File: src/rtl/decode_if.sv
// Decode-stage bus: fetch handshake, register-file read indices, decoded
// output register with its downstream handshake, and the writeback port.
//   i_valid/i_instr/o_ready   : fetch -> decode handshake
//   o_reg0_idx/o_reg1_idx     : operand read indices to regf
//   o_valid/i_ready           : decoded instruction handshake to downstream
//   o_op/o_rd/o_imm/o_wr_en   : decoded control fields
//   i_wb_en/i_wb_reg          : writeback retiring a destination
// Modport slave is the decode stage, master is its environment.
interface decode_if #(
    parameter int OPW = 6,
    parameter int IW  = 5
);
    logic           i_valid;
    logic [31:0]    i_instr;
    logic           o_ready;
    logic [IW-1:0]  o_reg0_idx;
    logic [IW-1:0]  o_reg1_idx;
    logic           o_valid;
    logic           i_ready;
    logic [OPW-1:0] o_op;
    logic [IW-1:0]  o_rd;
    logic [31:0]    o_imm;
    logic           o_wr_en;
    logic           i_wb_en;
    logic [IW-1:0]  i_wb_reg;

    modport slave (
        input  i_valid, i_instr, i_ready, i_wb_en, i_wb_reg,
        output o_ready, o_reg0_idx, o_reg1_idx, o_valid,
               o_op, o_rd, o_imm, o_wr_en
    );

    modport master (
        output i_valid, i_instr, i_ready, i_wb_en, i_wb_reg,
        input  o_ready, o_reg0_idx, o_reg1_idx, o_valid,
               o_op, o_rd, o_imm, o_wr_en
    );
endinterface

File: src/rtl/decode.sv
// Instruction decode and issue stage, directly upstream of regf.
// Splits a 32-bit instruction into op/rd/rs0/rs1/imm, drives the regf read
// indices, and holds the decoded fields in an output register that lines up
// with regf's one-cycle registered read data. A per-register scoreboard marks
// destinations in flight and blocks issue of any instruction that reads or
// rewrites one of them until writeback retires it.
//   i_clk : clock, rising edge
//   i_rst : asynchronous, active-high reset
//   bus   : decode_if.slave (handshakes, read indices, decoded fields, writeback)
module decode #(
    parameter int OPW  = 6,
    parameter int NREG = 32
) (
    input  logic     i_clk,
    input  logic     i_rst,
    decode_if.slave  bus
);
    localparam int IW = $clog2(NREG);

    typedef struct packed {
        logic [OPW-1:0] op;
        logic [IW-1:0]  rd;
        logic [IW-1:0]  rs0;
        logic [IW-1:0]  rs1;
        logic [31:0]    imm;
        logic           wr_en;
    } dec_t;

    dec_t            dec;       // fields of the instruction presented now
    dec_t            held;      // output register
    logic            valid;
    logic [NREG-1:0] sb;
    logic [NREG-1:0] sb_next;
    logic            hz;
    logic            ready;
    logic            accept;

    // Field extraction; opcode bit 5 clear means the instruction writes rd.
    assign dec.op    = bus.i_instr[31:32-OPW];
    assign dec.rd    = bus.i_instr[25:21];
    assign dec.rs0   = bus.i_instr[20:16];
    assign dec.rs1   = bus.i_instr[15:11];
    assign dec.imm   = {{16{bus.i_instr[15]}}, bus.i_instr[15:0]};
    assign dec.wr_en = ~dec.op[OPW-1];

    // The rd term blocks a second write to a register still in flight (WAW).
    assign hz     = bus.i_valid & (sb[dec.rs0] | sb[dec.rs1] | (dec.wr_en & sb[dec.rd]));
    assign ready  = ~hz & (~valid | bus.i_ready);
    assign accept = bus.i_valid & ready;

    always_ff @(posedge i_clk or posedge i_rst) begin
        if (i_rst) begin
            // NOTE: state registers use non-blocking assignments so every
            // flop samples pre-edge values regardless of statement order.
            valid <= 1'b0;
            held  <= '0;
        end else if (accept) begin
            valid <= 1'b1;
            held  <= dec;
        end else if (bus.i_ready) begin
            valid <= 1'b0;
        end
    end

    // Clear first, then set, so an accept that claims the register being
    // retired in the same cycle leaves the bit set.
    always_comb begin
        // NOTE: default assigned before any conditional update so no path
        // leaves sb_next unassigned, which would infer a latch.
        sb_next = sb;
        if (bus.i_wb_en) sb_next[bus.i_wb_reg] = 1'b0;
        if (accept && dec.wr_en) sb_next[dec.rd] = 1'b1;
    end

    always_ff @(posedge i_clk or posedge i_rst) begin
        if (i_rst) begin
            // NOTE: the scoreboard is reset even though it is array-like
            // storage: stale set bits after reset would stall issue forever.
            sb <= '0;
        end else begin
            sb <= sb_next;
        end
    end

    // On accept regf must read the new operands; otherwise a stalled
    // instruction keeps re-reading its own so the data stays aligned.
    assign bus.o_reg0_idx = accept ? dec.rs0 : held.rs0;
    assign bus.o_reg1_idx = accept ? dec.rs1 : held.rs1;

    assign bus.o_ready = ready;
    assign bus.o_valid = valid;
    assign bus.o_op    = held.op;
    assign bus.o_rd    = held.rd;
    assign bus.o_imm   = held.imm;
    assign bus.o_wr_en = held.wr_en;
endmodule

File: src/flat_wrapper.sv
// flat-port wrapper written by rule: the top's interface ports become plain ports
module decode_flat 
#(
    parameter int OPW  = 6,
    parameter int NREG = 32
)
  (i_clk, i_rst, bus_i_valid, bus_i_instr, bus_i_ready, bus_i_wb_en, bus_i_wb_reg, bus_o_ready, bus_o_reg0_idx, bus_o_reg1_idx, bus_o_valid, bus_o_op, bus_o_rd, bus_o_imm, bus_o_wr_en);
  decode_if #(.OPW(OPW)) bus_i ();
  input  logic i_clk;
  input  logic i_rst;
  input wire logic [$bits(bus_i.i_valid)-1:0] bus_i_valid;
  input wire logic [$bits(bus_i.i_instr)-1:0] bus_i_instr;
  input wire logic [$bits(bus_i.i_ready)-1:0] bus_i_ready;
  input wire logic [$bits(bus_i.i_wb_en)-1:0] bus_i_wb_en;
  input wire logic [$bits(bus_i.i_wb_reg)-1:0] bus_i_wb_reg;
  output wire logic [$bits(bus_i.o_ready)-1:0] bus_o_ready;
  output wire logic [$bits(bus_i.o_reg0_idx)-1:0] bus_o_reg0_idx;
  output wire logic [$bits(bus_i.o_reg1_idx)-1:0] bus_o_reg1_idx;
  output wire logic [$bits(bus_i.o_valid)-1:0] bus_o_valid;
  output wire logic [$bits(bus_i.o_op)-1:0] bus_o_op;
  output wire logic [$bits(bus_i.o_rd)-1:0] bus_o_rd;
  output wire logic [$bits(bus_i.o_imm)-1:0] bus_o_imm;
  output wire logic [$bits(bus_i.o_wr_en)-1:0] bus_o_wr_en;
  assign bus_i.i_valid = bus_i_valid;
  assign bus_i.i_instr = bus_i_instr;
  assign bus_i.i_ready = bus_i_ready;
  assign bus_i.i_wb_en = bus_i_wb_en;
  assign bus_i.i_wb_reg = bus_i_wb_reg;
  assign bus_o_ready = bus_i.o_ready;
  assign bus_o_reg0_idx = bus_i.o_reg0_idx;
  assign bus_o_reg1_idx = bus_i.o_reg1_idx;
  assign bus_o_valid = bus_i.o_valid;
  assign bus_o_op = bus_i.o_op;
  assign bus_o_rd = bus_i.o_rd;
  assign bus_o_imm = bus_i.o_imm;
  assign bus_o_wr_en = bus_i.o_wr_en;
  decode #(.OPW(OPW), .NREG(NREG)) u_core (.i_clk(i_clk), .i_rst(i_rst), .bus(bus_i));
endmodule
File: config.mk
export PLATFORM = sky130hd
export DESIGN_NAME = decode_flat
export DESIGN_NICKNAME = d
export VERILOG_FILES = /design/src/rtl/decode_if.sv /design/src/rtl/decode.sv /design/src/flat_wrapper.sv
export SDC_FILE = /design/constraint.sdc
export NUM_CORES = 1
export LEC_CHECK = 0
export ABC_AREA = 1
export BUFFER_PORTS_ARGS = -buffer_cell sky130_fd_sc_hd__buf_2
export CAP_MARGIN = 20
export CORE_ASPECT_RATIO = 0.9
export CORE_MARGIN = 2
export CORE_UTILIZATION = 30
export CTS_BUF_LIST = sky130_fd_sc_hd__clkbuf_8
export CTS_CLUSTER_SIZE = 24
export DETAILED_ROUTE_END_ITERATION = 8
export GPL_ROUTABILITY_DRIVEN = 0
export HOLD_SLACK_MARGIN = 0.06
export PLACE_DENSITY = 0.53
export SYNTH_ARGS = -nofsm -noshare
export SYNTH_HDL_FRONTEND = slang
export SYNTH_SLANG_ARGS = --single-unit
export TNS_END_PERCENT = 5
File: constraint.sdc
create_clock -name i_clk -period 2.4 [get_ports i_clk]
set_input_delay 0.24 -clock i_clk [delete_from_list [all_inputs] [get_ports i_clk]]
set_output_delay 0.24 -clock i_clk [all_outputs]
set_load 0.005 [all_outputs]
After elaboration in Yosys (flattened, before gate mapping). Index checks and enable logic that the tools add are counted.

Order comparisons: 6. Muxes and demuxes: 16. Bitwise gates (word level): 13. Reduce and logical (&&, ||, !) cells: 4.

Operators by type and width (count): $mux 32 (2); $and 32x32->32 (1); $not 32->32 (1); $or 32x32->32 (1); $lt 5x6->1 const B (4); $bmux 1 s5 (3); $demux 1 s5 (2); $ge 5x1->1 const B (2); $mux 5 (2); $mux 1 (7); $and 1x1->1 (4); $logic_and 1x1->1 (3); $not 1->1 (3); $or 1x1->1 (3); $reduce_bool 2->1 (1).

Register bits: 71. Input bits: 42. Word-level logic and storage cells: 47.

Depth between registers and ports, before layout.
Word-level depth: 10. Gate-level depth with buffers: 17. Gate-level depth less buffers: 15.

Worst setup path after synthesis. OpenSTA, ideal clock, no wires.

Kind: input to output. From: input bus_i_instr[21]. To: output bus_o_reg0_idx[2]. Arrival: 1.646 ns. Path slack: 0.514 ns. Cell stages on the path: 16. Path buffers: 3. Path through: buf_4 > buf_6 > nand2_1 > nand2_1 > nand2_1 > nand2_1 > nand2_1 > nand2_1 > nor2_1 > nand2_1 > nand2_1 > nand3_2 > inv_1 > nand3_2 > buf_2 > o21ai_0.

Longest elaborated chain between the ends: 9.

Ends and longest elaborated chain: from (decl) (RTL line flat_wrapper.sv:12) `input wire logic [$bits(bus_i.i_instr)-1:0] bus_i_instr;`; $bmux 1 s5 (RTL line decode.sv:47) `assign hz = bus.i_valid & (sb[dec.rs0] | sb[dec.rs1] | (dec.wr_en & sb[dec.rd]));`; $mux 1 (not written as such) (RTL line decode.sv:47); $and 1x1->1 (RTL line decode.sv:47); $or 1x1->1 (RTL line decode.sv:47); $and 1x1->1 (RTL line decode.sv:47); $not 1->1 (RTL line decode.sv:48) `assign ready = ~hz & (~valid | bus.i_ready);`; $and 1x1->1 (RTL line decode.sv:48); $and 1x1->1 (RTL line decode.sv:49) `assign accept = bus.i_valid & ready;`; $mux 5 (RTL line decode.sv:87) `assign bus.o_reg0_idx = accept ? dec.rs0 : held.rs0;`; to (decl) (RTL line flat_wrapper.sv:17) `output wire logic [$bits(bus_i.o_reg0_idx)-1:0] bus_o_reg0_idx;`.

Every way passes these cells. The select of a mux whose other input is x is not followed.

Worst setup path after layout.
From: register u_core.sb[29]. To: output bus_o_reg1_idx[0].

Longest elaborated chain between the ends: 9.

Ends and longest elaborated chain: from (decl) (RTL line decode.sv:32) `logic [NREG-1:0] sb;`; from (signal assigned) (RTL line decode.sv:81) `sb <= sb_next;`; $bmux 1 s5 (RTL line decode.sv:47); $mux 1 (not written as such) (RTL line decode.sv:47); $or 1x1->1 or $and 1x1->1 (tied branches) (RTL line decode.sv:47); $or 1x1->1 (*) (RTL line decode.sv:47); $and 1x1->1 (*) (RTL line decode.sv:47); $not 1->1 (*) (RTL line decode.sv:48); $and 1x1->1 (*) (RTL line decode.sv:48); $and 1x1->1 (*) (RTL line decode.sv:49); $mux 5 (*) (RTL line decode.sv:88) `assign bus.o_reg1_idx = accept ? dec.rs1 : held.rs1;`; to (decl) (RTL line flat_wrapper.sv:18) `output wire logic [$bits(bus_i.o_reg1_idx)-1:0] bus_o_reg1_idx;`.

Mark *: on every way between the ends. The rest lies on a longest branch, timed or not. The select of a mux whose other input is x is not followed.

==> flow_summary.json <==
{
  "outcome": "finished, violations left",
  "violations": "setup timing",
  "clockRootBuffer": "clkbuf_8",
  "fin_ws_ps": -63.16,
  "grt_start_max_net_pins": 49,
  "clockBufferDepth": 2,
  "drive_gt1_share_pct": 25.68,
  "maxSlewHeadroom_pct": 67.59,
  "r2r_setup_slack_ps": 200,
  "dp_hpwl_um": 10170,
  "required_ps": 2160,
  "drv_slew": 0,
  "vias": 4440,
  "worstPathMaxFanout": 7,
  "final_antenna_net_count": 0,
  "gr-total-overflow": 0,
  "clk_pin_slew_worst_paths_ps": 80,
  "fp.dieH_um": 117.3,
  "worst_pin_slew_ps": 485.4,
  "ios": 98,
  "cap_violations": 0,
  "min_delay_path_depth": 3,
  "crit_chain": "buf_4 -> inv_1 -> nand2_1 -> nand3_1 -> nand3_1 -> nand3_1 -> nand3_1 -> nand2_1 -> nand3_2 -> inv_2 -> nand3_4 -> clkbuf_16 -> nand2_1 -> o21ai_2 -> buf_2",
  "min_period_over_period_pct": 102.6,
  "hold_start": "bus_i_instr[28]",
  "period_needed_ps": 2463,
  "rr_endpoint": "u_core.bus.o_rd[3]",
  "clock_latency_ps": 370,
  "numCtsBuffers": 9,
  "post-route-util_pct": 37.73,
  "syn-mean-instance-area_um2": 6.720,
  "remaining_drc_errors": 0,
  "crit_top_cell": "nand3_1",
  "hold_viol": 0,
  "cts_tree": "yes",
  "arrival_ps": 2220,
  "totalWireLength_um": 13760,
  "fmax_mhz": 406.0,
  "drt_first_pass_iters": 5,
  "r2r_cells": 16,
  "critical_path.slowest_cell": "dfrtp_2",
  "die_width_um": 129.9,
  "final_nets": 769,
  "grt_pass1_vias": 4221,
  "slowest_delay_ps": 430,
  "r2r-start": "u_core.sb[29]",
  "htree_levels": 3,
  "setup_viol": 10,
  "io_buffer_count": 97,
  "area_growth_pct": 23.44,
  "vdd_drop_max_v": 0.0002993,
  "ys_seq_area_share_pct": 38.59,
  "core_um2": 14000,
  "vias_per_cell": 4.800,
  "placedCellCount": 875,
  "dieArea_um2": 15240,
  "criticalPathCategory": "reg -> out",
  "yosys_warnings": 0,
  "finalClockSkew_ps": 10.62,
  "drt_iter0_drc": 277,
  "syn_nets": 679,
  "hold_end": "u_core.bus.o_op[2]",
  "num_rows": 41,
  "fin_hold_ws_ps": 81.28,
  "antenna_found_initial": 0,
  "start_util_pct": 30.56,
  "drt-wirelength-per-cell_um": 14.88,
  "hp-class": "in -> reg",
  "cellLeakagePower_nw": 2.763,
  "grt_pass1_wl_um": 21750,
  "antennaDiodeCount": 0,
  "clock-sinks": 66,
  "layout.cells.non_filler": 925,
  "syn_inst": 637,
  "netlist_area_um2": 4280,
  "critPathLaunchType": "flop",
  "rsz0062_at_grt": "true",
  "p_per_area_nw_per_um2": 640.5,
  "crit_path_end_kind": "output pin",
  "track_usage_pct": 18.25,
  "yosysUniqueCellTypes": 21,
  "ys_ff_latch": 66
}
worst max path at each step:
stage | from | to | slack (ps) | cells past startpoint
detailed placement | bus_i_instr[16] | bus_o_reg1_idx[3] | 130 | 15
floorplan | i_rst | u_core.bus.o_imm[0] | 510 | 1
global route | u_core.sb[29] | bus_o_reg1_idx[0] | -220 | 14
finish | u_core.sb[29] | bus_o_reg1_idx[0] | -60 | 15
global placement | bus_i_instr[16] | bus_o_reg0_idx[4] | 140 | 15
CTS | u_core.sb[28] | bus_o_reg0_idx[1] | -40 | 16
state kept, by name (all words and copies together), names as in the netlist:
| signal | count |
|---|---|
| u_core.bus.o_imm | 15 |
| u_core.bus.o_op | 6 |
| u_core.bus.o_rd | 5 |
| u_core.held | 6 |
| u_core.bus.o_wr_en | 1 |
| u_core.bus.o_valid | 1 |
| u_core.sb | 32 |
cell type report:
cell class | instances | area, um^2
clock buffer | 9 | 123.9
tap | 193 | 241.5
fill | 1498 | 8721
sequential | 66 | 1664
multi-input combinational | 447 | 2029
timing repair buffer | 148 | 972.2
inverter | 55 | 206.4
clock inverter | 7 | 46.29
routing by layer:
metal	global-route usage, %	up-vias	wire [um]
met5	0	-	0
met4	6.452	0	221
met3	3.969	16	839
met2	28.57	188	6557
met1	24.76	2084	6145
li1	-	2152	-
cell usage after synthesis (all sizes together):
master | instances | share of area (%)
nand4 | 1 | 0.15
nand3 | 98 | 12
o21ai | 63 | 7.4
clkbuf | 4 | 0.38
dfrtp | 66 | 39
nand2 | 237 | 21
inv | 52 | 4.6
nor3 | 9 | 1.3
nor2 | 38 | 3.3
clkinv | 3 | 0.26
a21oi | 1 | 0.12
buf | 65 | 11
where the power goes:
part | leakage [nW] | switching, mW | internal (mW)
registers | 0.844 | 0.176 | 1.32
clock network | 0.0868 | 0.481 | 0.372
logic | 1.83 | 0.567 | 0.467
critical path, delay by kind of cell, from the launching register on:
family	cells	cell delay [ps]
buf+inv	5	620
simple gates	9	760
compound gates	1	60
flops	1	430
stage by stage:
step | TNS (ps) | power, mW | setup WS, ps | cell area [um^2]
floorplan | 0 | 2.200 | 505.2 | 4280
global placement | 0 | 2.396 | 141.4 | 4676
detailed placement | 0 | 2.409 | 129.0 | 4676
CTS | -169.9 | 3.323 | -36.74 | 5051
global route | -2039 | 3.617 | -218.8 | 5284
finish | -533.2 | 3.384 | -63.16 | 5284
what timing repair did:
| item | 4_1_cts | 5_1_grt |
|---|---|---|
| hold buffers | 15 | 0 |
| setup endpoints to repair | 10 | 14 |
| resized for setup | 18 | 28 |
| pin swaps | 0 | 7 |
| setup buffers | 2 | 16 |
| cloned | 0 | 1 |
| endpoints found under the hold margin | 34 | 0 |
logic make-up after synthesis:
family	count (synthesis)	synth area share (%)
buffers and inverters	124	16.43
AO/OA/AOI/OAI	64	7.483
AND/OR/NAND/NOR	383	37.50
flip-flops	66	38.59
cell usage in the layout (no fill, tap or decap), types with 2 or more instances in the layout:
master | netlist | final
buf_2 | 12 | 97
buf_4 | 47 | 30
nor2_1 | 38 | 37
nand3_1 | 96 | 96
nand2_4 | 1 | 2
o21ai_2 | 0 | 4
o21ai_0 | 44 | 40
dfrtp_2 | 0 | 10
clkbuf_8 | 0 | 9
dfrtp_1 | 66 | 56
inv_1 | 49 | 45
buf_12 | 0 | 3
dlygate4sd3_1 | 0 | 15
nand2_1 | 235 | 228
nand2_2 | 1 | 7
o21ai_1 | 19 | 14
clkinv_1 | 3 | 3
o21ai_4 | 0 | 5
nor3_1 | 8 | 8
clkinvlp_4 | 0 | 2
clkinv_2 | 0 | 2
inv_2 | 3 | 8
Note: power is estimated with default switching activity, not from simulation.
